## src/rtl/sram_arb_pkg.sv

```systemverilog
// Shared types and default sizes for the SRAM port arbiter.
package sram_arb_pkg;

  localparam int unsigned DEF_DATA_WIDTH = 32;
  localparam int unsigned DEF_ADDR_WIDTH = 10;

  typedef enum logic [1:0] {
    IDLE,
    RMW_RD,
    RMW_WR
  } arb_state_t;

  // Which port receives the read data returning in the following cycle.
  typedef enum logic [1:0] {
    OWN_NONE,
    OWN_I,
    OWN_D
  } owner_t;

endpackage

```

## src/rtl/sram_byte_merge.sv

```systemverilog
// Byte-lane merge of store data into an existing word under a byte-enable mask.
module sram_byte_merge
  import sram_arb_pkg::*;
#(
  parameter int unsigned DATA_WIDTH = DEF_DATA_WIDTH
) (
  input  logic [DATA_WIDTH-1:0]   old_word,
  input  logic [DATA_WIDTH-1:0]   new_word,
  input  logic [DATA_WIDTH/8-1:0] be,
  output logic [DATA_WIDTH-1:0]   merged
);

  always_comb begin
    merged = old_word;
    for (int unsigned b = 0; b < DATA_WIDTH / 8; b++) begin
      if (be[b]) merged[8*b +: 8] = new_word[8*b +: 8];
    end
  end

endmodule

```

## src/rtl/sram_port_arbiter.sv

```systemverilog
// Round-robin sharing of one SRAM port between fetch and load/store ports,
// with partial-word stores executed as an internal read-modify-write.
module sram_port_arbiter
  import sram_arb_pkg::*;
#(
  parameter  int unsigned DATA_WIDTH = DEF_DATA_WIDTH,
  parameter  int unsigned ADDR_WIDTH = DEF_ADDR_WIDTH,
  localparam int unsigned BE_WIDTH   = DATA_WIDTH / 8
) (
  input  logic                  clk,
  input  logic                  rst_n,
  input  logic                  i_req,
  input  logic [ADDR_WIDTH-1:0] i_addr,
  output logic                  i_gnt,
  output logic                  i_rvalid,
  output logic [DATA_WIDTH-1:0] i_rdata,
  input  logic                  d_req,
  input  logic                  d_we,
  input  logic [BE_WIDTH-1:0]   d_be,
  input  logic [ADDR_WIDTH-1:0] d_addr,
  input  logic [DATA_WIDTH-1:0] d_wdata,
  output logic                  d_gnt,
  output logic                  d_rvalid,
  output logic [DATA_WIDTH-1:0] d_rdata,
  output logic                  sram_csb,
  output logic                  sram_web,
  output logic [ADDR_WIDTH-1:0] sram_addr,
  output logic [DATA_WIDTH-1:0] sram_din,
  input  logic [DATA_WIDTH-1:0] sram_dout
);

  arb_state_t            state_q, state_d;
  owner_t                owner_q, owner_d;
  logic                  prio_d_q, prio_d_d;  // 1: data port wins a tie
  logic                  rmw_latch;
  logic [ADDR_WIDTH-1:0] addr_q;
  logic [BE_WIDTH-1:0]   be_q;
  logic [DATA_WIDTH-1:0] wdata_q, merged_q, merged_w;
  logic [DATA_WIDTH-1:0] i_rdata_q, d_rdata_q;

  sram_byte_merge #(.DATA_WIDTH(DATA_WIDTH)) u_merge (
    .old_word (sram_dout),
    .new_word (wdata_q),
    .be       (be_q),
    .merged   (merged_w)
  );

  // Grants are gated by rst_n so every output reads as its reset value while reset is held.
  always_comb begin
    state_d   = state_q;
    owner_d   = OWN_NONE;
    prio_d_d  = prio_d_q;
    rmw_latch = 1'b0;
    i_gnt     = 1'b0;
    d_gnt     = 1'b0;
    sram_csb  = 1'b1;
    sram_web  = 1'b1;
    sram_addr = '0;
    sram_din  = '0;
    unique case (state_q)
      IDLE: begin
        if (rst_n) begin
          if (d_req && (!i_req || prio_d_q)) begin
            d_gnt    = 1'b1;
            prio_d_d = 1'b0;
            if (!d_we) begin
              sram_csb  = 1'b0;
              sram_addr = d_addr;
              owner_d   = OWN_D;
            end else if (&d_be) begin
              sram_csb  = 1'b0;
              sram_web  = 1'b0;
              sram_addr = d_addr;
              sram_din  = d_wdata;
            end else if (|d_be) begin
              sram_csb  = 1'b0;
              sram_addr = d_addr;
              rmw_latch = 1'b1;
              state_d   = RMW_RD;
            end
          end else if (i_req) begin
            i_gnt     = 1'b1;
            prio_d_d  = 1'b1;
            sram_csb  = 1'b0;
            sram_addr = i_addr;
            owner_d   = OWN_I;
          end
        end
      end
      RMW_RD: state_d = RMW_WR;
      RMW_WR: begin
        sram_csb  = 1'b0;
        sram_web  = 1'b0;
        sram_addr = addr_q;
        sram_din  = merged_q;
        state_d   = IDLE;
      end
      default: state_d = IDLE;
    endcase
  end

  always_ff @(posedge clk or negedge rst_n) begin
    if (!rst_n) begin
      state_q   <= IDLE;
      owner_q   <= OWN_NONE;
      prio_d_q  <= 1'b1;
      addr_q    <= '0;
      be_q      <= '0;
      wdata_q   <= '0;
      merged_q  <= '0;
      i_rdata_q <= '0;
      d_rdata_q <= '0;
    end else begin
      state_q  <= state_d;
      owner_q  <= owner_d;
      prio_d_q <= prio_d_d;
      if (rmw_latch) begin
        addr_q  <= d_addr;
        be_q    <= d_be;
        wdata_q <= d_wdata;
      end
      if (state_q == RMW_RD) merged_q <= merged_w;
      if (owner_q == OWN_I) i_rdata_q <= sram_dout;
      if (owner_q == OWN_D) d_rdata_q <= sram_dout;
    end
  end

  // Read data flows straight from the macro in the response cycle, then is held.
  assign i_rvalid = (owner_q == OWN_I);
  assign d_rvalid = (owner_q == OWN_D);
  assign i_rdata  = i_rvalid ? sram_dout : i_rdata_q;
  assign d_rdata  = d_rvalid ? sram_dout : d_rdata_q;

endmodule
```

## config.mk

```make
export PLATFORM = sky130hd
export DESIGN_NAME = sram_port_arbiter
export DESIGN_NICKNAME = d
export VERILOG_FILES = /design/src/rtl/sram_arb_pkg.sv /design/src/rtl/sram_byte_merge.sv /design/src/rtl/sram_port_arbiter.sv
export SDC_FILE = /design/constraint.sdc
export NUM_CORES = 1
export LEC_CHECK = 0
export BUFFER_PORTS_ARGS = -buffer_cell sky130_fd_sc_hd__buf_4
export CAP_MARGIN = 40
export CELL_PAD_IN_SITES_DETAIL_PLACEMENT = 1
export CELL_PAD_IN_SITES_GLOBAL_PLACEMENT = 2
export CORE_AREA = 5 5 141 143
export DETAILED_ROUTE_END_ITERATION = 8
export DIE_AREA = 0 0 146 148
export MAX_ROUTING_LAYER = met4
export PLACE_DENSITY = 0.93
export SKIP_CTS_REPAIR_TIMING = 1
export SYNTH_ARGS = -nofsm -noshare
export SYNTH_HDL_FRONTEND = slang
export SYNTH_SLANG_ARGS = --single-unit
export TNS_END_PERCENT = 30
```

## constraint.sdc

```tcl
create_clock -name clk -period 5.1 [get_ports clk]
set_input_delay 0.765 -clock clk [delete_from_list [all_inputs] [get_ports clk]]
set_output_delay 0.765 -clock clk [all_outputs]
set_load 0.05 [all_outputs]
```

==> summary.md, run 1 <==
| Metric | Value |
|---|---|
| Final setup vio count | `0` |
| Warnings from Yosys | `0` |
| Fill count | `1888` |
| Arrival time at the worst endpoint | `2.67 ns` |
| Min-delay worst type | `input pin to asynchronous set/reset pin` |
| Post-Syn Instances | `469` |
| Worst Path Required | `4.34 ns` |
| Largest net degree at the start of global routing | `65` |
| Top cells by count, synth | `dfrtp_1 (146), mux2_2 (81), a22o_1 (41), nand2_1 (35)` |
| Worst-margin pin slew | `0.800 ns` |
| Root Driver | `clkbuf_16` |
| Die ar. | `21600 um^2` |
| RD Place Congestion | `0.839` |
| Initial antenna violation count | `0` |
| Dominant cell type by area after synthesis | `dfrtp_1` |
| Setup CP Type | `input pin to output pin` |
| Mapped Avg Cell Area | `13.4 um^2` |
| Post-Route Utilization | `47.5%` |
| 1st-iter DRT viols | `165` |
| Drt pass-1 iters | `4` |
| Post-route antenna net violation count | `0` |
| Total number of vias | `4580` |
| DP HPWL | `14.1 mm` |
| Seq/Total Area, Yosys | `58.5%` |
| Minimum clock period | `3.43 ns` |
| Achievable Freq | `291 MHz` |
| Clk buf depth | `2` |
| RSZ-0062 raised after global routing | `false` |
| Standard-cell rows | `50` |
| Clock latency on the worst-skew pair | `0.41 ns` |
| Die W | `146 um` |
| Sequential cell area | `3680 um^2` |
| Syn Std Cell Area | `6290 um^2` |
| Synthesis-to-finish area growth | `39.4%` |
| First-pass GRT wire length | `29.5 mm` |
| Total gr overflow | `0` |
| Multi-input gate area | `2470 um^2` |
| Final WL | `18.5 mm` |
| Yosys top cell area share | `58.1%` |
| Yosys cell types | `29` |
| Lkg Pwr | `0.00424 uW` |
| PortBufs | `204` |
| Tcrit/Tclk final | `67.4%` |
| Post-synth EDFFs | `0` |
| Final Hold Fails | `0` |
| Fraction of layout cells with a size suffix above 1 | `48.8%` |
| Max Slew Vio Count | `0` |
| Clock slew at reported path FFs | `0.06 ns` |
| Fin nets | `762` |
| Pwr dens | `554 nW/um^2` |
| Primary FF master, synth | `dfrtp_1` |
| Vias in the first global route | `5310` |
| Core area | `18500 um^2` |
| GRT Util Overall | `17.6%` |
| # DRC | `0` |
| Count leader, synth | `dfrtp_1` |
| Ant diodes | `0` |
| Area contributors post-synth | `dfrtp_1 (58%), mux2_2 (14%), a22o_1 (5.7%)` |
| TritonCTS clock tree | `done` |
| Vias/cell | `5.00` |
| CTS buffer count | `17` |
| Syn Nets | `562` |
| Drt wl/cell | `20.2 um` |
| CP Max Fanout | `26` |
| Status | `complete, no violations` |
| Max cap viols | `0` |
| Worst IR Drop VDD | `0.301 mV` |
| Critical Path Sink Type | `output pin` |
| Clock skew | `0.00974 ns` |
| CP startpoint kind | `input pin` |
| IO Pins | `205` |
| FFs w/ async S/R, synth | `100%` |
| Clock Sinks | `147` |
| Die extent in y | `148 um` |
| Setup TNS | `0 ns` |
| Initial Utilization | `34.1%` |
| H-Tree Depth | `4` |
| Slew headroom | `46.7%` |
| Yosys reg bits | `147` |
-- cell families after synthesis --
| logic type | Yosys count | share of synthesized area (%) |
|---|---|---|
| AOI/OAI and AO/OA | 91 | 10.3 |
| muxes | 142 | 24.8 |
| and+or+nand+nor | 50 | 3.60 |
| DFF | 147 | 58.5 |
| buffers and inverters | 39 | 2.78 |
-- state kept, by name (all words and copies together), names as in the netlist --
register	flops
state_q	2
be_q	4
d_rdata_q	32
prio_d_q	1
i_rdata_q	32
merged_q	32
wdata_q	32
owner_q	2
addr_q	10
-- layout make-up --
| class | count | area share [%] |
|---|---|---|
| multi-input cells | 283 | 28.1 |
| clock buffers | 18 | 4.90 |
| inverters | 6 | 0.257 |
| flip-flops and latches | 147 | 42.0 |
| well taps | 234 | 3.34 |
| repair buffers | 214 | 19.4 |
| clock inverters | 14 | 2.00 |
-- cells in the final DEF (no fill, tap or decap), types with 2 or more instances in the layout --
master and count:
o21ai_0 32, clkinv_2 2, clkbuf_16 17, nand2b_2 3, buf_16 4, buf_4 207
a21oi_1 3, inv_1 6, nand2_1 35, and3_1 2, bufinv_16 3, inv_6 4
a21o_1 10, a22o_1 41, nor2_1 3, mux2i_1 32, clkinv_4 2, mux2_2 81
mux2_1 29, clkinvlp_4 3, dfrtp_1 146
-- worst max-delay path, cell delays in order --
cell and delay, ns:
buf_6 0.23, nand2_1 0.12, a2111o_1 0.44, nor2_4 0.51, buf_16 0.22, a22o_1 0.16
buf_4 0.20
-- worst paths after layout --
path	startpoint	to	slack, ns	depth (start not counted)
max	rst_n	sram_din[28]	1.67	7
min	rst_n	d_rdata_q[25]$_DFF_PN0_	0.21	1
max reg2reg	prio_d_q$_DFFE_PN1P_	wdata_q[20]$_DFFE_PN0P_	2.65	5
min reg2reg	merged_q[31]$_DFFE_PN0N_	merged_q[31]$_DFFE_PN0N_	0.48	2
max in group asynchronous	rst_n	i_rdata_q[1]$_DFF_PN0_	3.80	2
min in group clk	merged_q[31]$_DFFE_PN0N_	merged_q[31]$_DFFE_PN0N_	0.48	2
-- metrics by stage --
stage	instances	cell area, um^2	hold slack, ns	setup WS, ns	power [uW]
2_1_floorplan	469	6290	0.451	1.54	3000
3_3_place_gp	878	8030	0.468	1.59	3520
3_5_place_dp	883	8160	0.471	1.62	3620
4_1_cts	915	8760	0.198	1.64	4920
5_1_grt	916	8770	0.204	1.51	5100
6_report	916	8770	0.213	1.67	4850
-- routing by layer --
| layer | vias up | share of wire (%) | global-route usage, % |
|---|---|---|---|
| met4 | 0 | 1.2 | 4.47 |
| met2 | 130 | 53 | 30.8 |
| met5 | - | 0 | - |
| met3 | 15 | 5.0 | 4.17 |
| li1 | 2091 | - | - |
| met1 | 2344 | 41 | 20.6 |
-- power breakdown --
part / internal [uW] / switching (uW) / total [uW]
Clock: 776 / 504 / 1280
Sequential: 1570 / 236 / 1810
Combinational: 644 / 1120 / 1760
(Power assumes the default switching activity.)
==> run 2, diff against run 1 <==
Settings changed: ABC_AREA set to 1, CORE_AREA 5 5 141 143 to 5 5 166 168, DIE_AREA 0 0 146 148 to 0 0 171 173, PLACE_DENSITY 0.93 to 0.86.
Clock period 5.1 ns to 2.96 ns, I/O delays scaled along.
==> run 2 against run 1 <==
Net effect: combinational power rose by 91%; sequential power rose by 78%; via count rose by 32%; core utilization fell by 12 points; critical path depth rose by 1; synthesized area rose by 5.6%; sequential share of layout area fell by 2.0 points; clock power rose by 89%; first-iteration DRC count rose by 59%.
==> summary.md, run 2 <==
| Metric | Value |
|---|---|
| Status | `complete, no violations (unchanged)` |
| M3 GR Usage | `4.34% (was 4.17%)` |
| Final setup vio count | `0 (unchanged)` |
| Critical Path Sink Type | `output pin (unchanged)` |
| Standard-cell rows | `59 (was 50)` |
| Combinational share of power | `37.3% (was 36.3%)` |
| Clk buf depth | `2 (unchanged)` |
| DP HPWL | `15.7 mm (was 14.1 mm)` |
| GR met2 Demand/Resource | `24.4% (was 30.8%)` |
| Final Hold Fails | `0 (unchanged)` |
| Clock skew | `0.00865 ns (was 0.00974 ns)` |
| Post-Route Utilization | `35.7% (was 47.5%)` |
| Root Driver | `clkbuf_16 (unchanged)` |
| Most frequent cells in the layout | `nand2_1 (292), buf_4 (212), dfrtp_1 (146) (was buf_4 (207), dfrtp_1 (146), mux2_2 (81))` |
| Worst R2R Setup Slack | `1.05 ns (was 2.65 ns)` |
| Arrival time at the worst endpoint | `2.34 ns (was 2.67 ns)` |
| Drt pass-1 iters | `4 (unchanged)` |
| Area contributors post-synth | `dfrtp_1 (55%), nand2_1 (17%), nand3_1 (6.8%) (was dfrtp_1 (58%), mux2_2 (14%), a22o_1 (5.7%))` |
| Count leader, synth | `nand2_1 (was dfrtp_1)` |
| Yosys reg bits | `147 (unchanged)` |
| Worst IR Drop VDD | `0.433 mV (was 0.301 mV)` |
| Minimum clock period | `2.78 ns` |
| Min-delay worst type | `input pin to flip-flop (was input pin to asynchronous set/reset pin)` |
| Post-route antenna net violation count | `0 (unchanged)` |
| GRT Util Overall | `15.7% (was 17.6%)` |
| Die ar. | `29600 um^2 (was 21600 um^2)` |
| RSZ-0062 raised after global routing | `false (unchanged)` |
| Mapped Avg Cell Area | `8.19 um^2 (was 13.4 um^2)` |
| # DRC | `0 (unchanged)` |
| Post-synth EDFFs | `0 (unchanged)` |
| Final WL | `22.1 mm (was 18.5 mm)` |
| Fraction of layout cells with a size suffix above 1 | `26.4% (was 48.8%)` |
| Achievable Freq | `360 MHz` |
| Initial Utilization | `25.8% (was 34.1%)` |
| Max Slew Vio Count | `0 (unchanged)` |
| Core area | `25800 um^2 (was 18500 um^2)` |
| Pwr dens | `979 nW/um^2 (was 554 nW/um^2)` |
| Syn Std Cell Area | `6650 um^2 (was 6290 um^2)` |
| 1st-iter DRT viols | `263 (was 165)` |
| Seq pwr share | `35.8% (was 37.3%)` |
| Ant diodes | `0 (unchanged)` |
| Synthesis-to-finish area growth | `38.4% (was 39.4%)` |
| Yosys top cell area share | `55.0% (was 58.1%)` |
| Worst setup margin | `0.179 ns (was 1.67 ns)` |
| Largest net degree at the start of global routing | `137 (was 65)` |
| DP Worst Slack | `0.728 ns (was 1.62 ns)` |
| Dominant cell type by area after synthesis | `dfrtp_1 (unchanged)` |
| Lkg Pwr | `0.00477 uW (was 0.00424 uW)` |
| Setup TNS | `0 ns (unchanged)` |
| Worst-margin pin slew | `0.757 ns (was 0.800 ns)` |
| Die W | `171 um (was 146 um)` |
| Seq/Total Area, Yosys | `55.4% (was 58.5%)` |
| Switching share of power | `41.3% (was 38.3%)` |
| Post-Syn Instances | `811 (was 469)` |
| Initial antenna violation count | `0 (unchanged)` |
| Drt wl/cell | `16.5 um (was 20.2 um)` |
| Clock latency on the worst-skew pair | `0.42 ns (was 0.41 ns)` |
| Setup CP Type | `input pin to output pin (unchanged)` |
| Pwr Total | `9010 uW (was 4850 uW)` |
| Warnings from Yosys | `0 (unchanged)` |
| Total number of vias | `6027 (was 4580)` |
| CTS buffer count | `17 (unchanged)` |
| First-pass GRT wire length | `36.0 mm (was 29.5 mm)` |
| Vias in the first global route | `6649 (was 5310)` |
| Max cap viols | `0 (unchanged)` |
| Fill count | `3082 (was 1888)` |
| Clock slew at reported path FFs | `0.06 ns (about the same)` |
| Tcrit/Tclk final | `94.0%` |
| Hold slack | `0.198 ns (was 0.213 ns)` |
| GRT met1 Usage | `20.6% (about the same)` |
| Most crowded layer after global routing | `met2 (unchanged)` |
| Syn Nets | `904 (was 562)` |
| Slew headroom | `49.6% (was 46.7%)` |
| Primary FF master, synth | `dfrtp_1 (unchanged)` |
| Fin nets | `1090 (was 762)` |
| Yosys cell types | `21 (was 29)` |
| Commonest non-fill, non-tap cell in the layout | `nand2_1 (was buf_4)` |
| Int Pwr | `5290 uW (was 3000 uW)` |
| CP startpoint kind | `input pin (unchanged)` |
| Top cells by count, synth | `nand2_1 (294), dfrtp_1 (146), nand3_1 (90), o21ai_0 (65), inv_1 (43) (was dfrtp_1 (146), mux2_2 (81), a22o_1 (41), nand2_1 (35))` |
| Clock Sinks | `147 (unchanged)` |
| RD Place Congestion | `0.759 (was 0.839)` |
| Switching power | `3720 uW (was 1860 uW)` |
| Die extent in y | `173 um (was 148 um)` |
| Vias/cell | `4.48 (was 5.00)` |
| CP Max Fanout | `17 (was 26)` |
| FFs w/ async S/R, synth | `100% (unchanged)` |
| PortBufs | `204 (unchanged)` |
| TritonCTS clock tree | `done (unchanged)` |
| IO Pins | `205 (unchanged)` |
| H-Tree Depth | `4 (unchanged)` |
| Clock share of power | `26.9% (was 26.4%)` |
| Worst Path Required | `2.52 ns (was 4.34 ns)` |
| Total gr overflow | `0 (unchanged)` |
## run 2: cell type report
| class | count | area, um^2 | share of cell area [%] |
|---|---|---|---|
| inverters | 48 | 180 | 1.96 |
| clock buffers | 17 | 425 | 4.63 |
| repair buffers | 220 | 1730 | 18.8 |
| well taps | 335 | 419 | 4.56 |
| clock inverters | 14 | 226 | 2.46 |
| flip-flops and latches | 147 | 3680 | 40.0 |
| multi-input cells | 563 | 2530 | 27.5 |
## run 2: kinds of logic (layout without fill, tap and decap cells)
| family | after synthesis | in the layout | share of synthesized area (%) |
|---|---|---|---|
| AND/OR/NAND/NOR | 431 | 431 | 26.4 |
| flip-flops | 147 | 147 | 55.4 |
| AO/OA/AOI/OAI | 132 | 132 | 11.2 |
| buffers and inverters | 101 | 299 | 7.00 |
## run 2: stage by stage
step | instance area [um^2] | std cells
2_1_floorplan | 6650 | 811
3_3_place_gp | 8510 | 1311
3_5_place_dp | 8530 | 1312
4_1_cts | 9190 | 1343
5_1_grt | 9200 | 1344
6_report | 9200 | 1344
## run 2: routing by layer
layer,wire length (um),part of all wire (%)
met1,10400,47
met2,10100,46
met3,1440,6.5
met4,204,0.92
met5,0,0
## run 2: worst paths after layout
check / cells after the start / startpoint / to
min reg2reg: 2 / wdata_q[7]$_DFFE_PN0P_ / wdata_q[7]$_DFFE_PN0P_
min in group asynchronous: 2 / rst_n / addr_q[8]$_DFFE_PN0P_
max reg2reg: 8 / prio_d_q$_DFFE_PN1P_ / wdata_q[31]$_DFFE_PN0P_
min: 2 / d_we / owner_q[1]$_DFF_PN0_
max in group asynchronous: 3 / rst_n / d_rdata_q[24]$_DFF_PN0_
max: 8 / rst_n / sram_din[4]
## run 2: power groups by stage
stage | clock network, uW | logic, uW | registers, uW
6_report | 2420 | 3360 | 3220
5_1_grt | 2580 | 3660 | 3330
4_1_cts | 2500 | 3410 | 3240
3_5_place_dp | 0 | 3410 | 3260
3_3_place_gp | 0 | 3330 | 3230
2_1_floorplan | 0 | 2440 | 3070
## run 2: worst max-delay path, stage by stage
cell,delay (ns)
dlygate4sd3_1,0.55
buf_6,0.21
nand4_1,0.26
nor2_4,0.19
buf_4,0.27
nand3_1,0.12
nand2_1,0.09
buf_4,0.19
==> run 3, diff against run 2 <==
Settings changed: SETUP_SLACK_MARGIN set to 0.4.
==> run 3 against run 2 <==
Net effect: critical path depth did not move; clock power rose by 5%; register-to-register slack lost 0.16 ns; clock-buffer cell count unchanged; setup slack better by 0.24 ns; sequential share of layout area shrank 0.61 points; maximum frequency is 9.3% higher; sequential power is essentially flat; final cell count grew 0.82%; critical endpoint is now sram_din[28]; largest cell class unchanged; highest routed layer unchanged.
==> summary.md, run 3 (same netlist as run 2, synthesis figures left out) <==
| Metric | Value |
|---|---|
| Status | `complete, no violations (unchanged)` |
| Standard-cell rows | `59 (unchanged)` |
| Synthesis-to-finish area growth | `40.5% (was 38.4%)` |
| Max cap viols | `0 (unchanged)` |
| Final setup vio count | `0 (unchanged)` |
| Drt pass-1 iters | `4 (unchanged)` |
| PortBufs | `204 (unchanged)` |
| Drt wl/cell | `17.2 um (was 16.5 um)` |
| RD Place Congestion | `0.737 (was 0.759)` |
| CTS buffer count | `17 (unchanged)` |
| Total number of vias | `6174 (was 6027)` |
| Die W | `171 um (unchanged)` |
| First-pass GRT wire length | `36.8 mm (was 36.0 mm)` |
| Commonest non-fill, non-tap cell in the layout | `nand2_1 (unchanged)` |
| Tcrit/Tclk final | `86.0% (was 94.0%)` |
| 1st-iter DRT viols | `272 (was 263)` |
| Vias in the first global route | `6739 (was 6649)` |
| Final Hold Fails | `0 (unchanged)` |
| Lkg Pwr | `0.00483 uW (was 0.00477 uW)` |
| DP HPWL | `16.0 mm (was 15.7 mm)` |
| Slew headroom | `42.7% (was 49.6%)` |
| Fin nets | `1101 (was 1090)` |
| CP Max Fanout | `14 (was 17)` |
| Clock skew | `0.00916 ns (was 0.00865 ns)` |
| Clock slew at reported path FFs | `0.07 ns (was 0.06 ns)` |
| # DRC | `0 (unchanged)` |
| Final WL | `23.3 mm (was 22.1 mm)` |
| Arrival time at the worst endpoint | `2.10 ns (was 2.34 ns)` |
| Setup TNS | `0 ns (unchanged)` |
| Core area | `25800 um^2 (unchanged)` |
| Clk buf depth | `2 (unchanged)` |
| H-Tree Depth | `4 (unchanged)` |
| Vias/cell | `4.56 (was 4.48)` |
| Worst-margin pin slew | `0.857 ns (was 0.757 ns)` |
| Critical Path Sink Type | `output pin (unchanged)` |
| IO Pins | `205 (unchanged)` |
| Minimum clock period | `2.55 ns (was 2.78 ns)` |
| Initial antenna violation count | `0 (unchanged)` |
| Total gr overflow | `0 (unchanged)` |
| Setup CP Type | `flip-flop to output pin (was input pin to output pin)` |
| Min-delay worst type | `input pin to asynchronous set/reset pin (was input pin to flip-flop)` |
| Worst Path Required | `2.52 ns (about the same)` |
| Root Driver | `clkbuf_16 (unchanged)` |
| Die extent in y | `173 um (unchanged)` |
| Largest net degree at the start of global routing | `130 (was 137)` |
| Clock Sinks | `147 (unchanged)` |
| Initial Utilization | `25.8% (unchanged)` |
| Most frequent cells in the layout | `nand2_1 (291), buf_4 (219), dfrtp_1 (146) (was nand2_1 (292), buf_4 (212), dfrtp_1 (146))` |
| Die ar. | `29600 um^2 (unchanged)` |
| Achievable Freq | `393 MHz (was 360 MHz)` |
| Post-route antenna net violation count | `0 (unchanged)` |
| Worst IR Drop VDD | `0.425 mV (was 0.433 mV)` |
| Hold slack | `0.176 ns (was 0.198 ns)` |
| Pwr dens | `984 nW/um^2 (was 979 nW/um^2)` |
| CP startpoint kind | `flip-flop (was input pin)` |
| Fraction of layout cells with a size suffix above 1 | `27.4% (was 26.4%)` |
| Clock latency on the worst-skew pair | `0.42 ns (about the same)` |
| RSZ-0062 raised after global routing | `true (was false)` |
| Max Slew Vio Count | `0 (unchanged)` |
| Post-Route Utilization | `36.2% (was 35.7%)` |
| Ant diodes | `0 (unchanged)` |
| GRT Util Overall | `16.0% (was 15.7%)` |
| TritonCTS clock tree | `done (unchanged)` |
[run 3: changes by cell type in the layout (fill, tap and decap cells not counted), moves of 2 or more]
| cell | change |
|---|---|
| o21ai_0 | -25 |
| o21ai_1 | +25 |
| nor2_4 | +2 |
| buf_4 | +7 |
[run 3: path summary, 6_finish.rpt]
kind	end	startpoint	slack (ns)	cells past startpoint
setup / recovery	sram_din[28]	prio_d_q$_DFFE_PN1P_	0.41	8
setup reg to reg	be_q[0]$_DFFE_PN0P_	prio_d_q$_DFFE_PN1P_	0.89	9
hold / removal	i_rdata_q[27]$_DFF_PN0_	rst_n	0.18	2
max in group asynchronous	merged_q[2]$_DFFE_PN0N_	rst_n	1.69	2
min in group clk	owner_q[1]$_DFF_PN0_	d_we	0.20	2
hold reg to reg	addr_q[8]$_DFFE_PN0P_	addr_q[8]$_DFFE_PN0P_	0.47	2
[run 3: area by class of cell]
| type | instances | area, um^2 |
|---|---|---|
| fillers | 3032 | 16400 |
| flip-flops and latches | 147 | 3680 |
| multi-input cells | 564 | 2550 |
| repair buffers | 230 | 1820 |
| clock buffers | 17 | 425 |
| well taps | 335 | 419 |
| clock inverters | 14 | 250 |
| inverters | 48 | 188 |
[run 3: through the flow]
stage	setup slack (ns)	power, uW	cell area, um^2	cells
2_1_floorplan	0.251	5520	6650	811
3_3_place_gp	0.659	6590	8520	1314
3_5_place_dp	0.664	6710	8550	1315
4_1_cts	0.227	9310	9230	1346
5_1_grt	0.292	9740	9340	1355
6_report	0.414	9190	9340	1355
[run 3: layer usage]
metal | vias up | track usage, % | wire length (um)
li1 | 2997 | - | -
met1 | 3024 | 20.0 | 10400
met2 | 141 | 26.2 | 11400
met3 | 12 | 4.50 | 1370
met4 | 0 | 2.94 | 153
met5 | - | - | 0
[run 3: critical path, cell delays in order (launching register included)]
cell	delay [ns]
dfstp_2	0.55
inv_2	0.05
nand2_2	0.08
nand4_1	0.18
nor2_4	0.16
buf_4	0.24
nand3_1	0.11
nand2_1	0.10
buf_4	0.20
[run 3: report_power, final]
part | internal, uW | total (uW) | switching, uW
clock | 1600 | 2530 | 938
sequential | 2790 | 3230 | 443
combinational | 1020 | 3420 | 2400
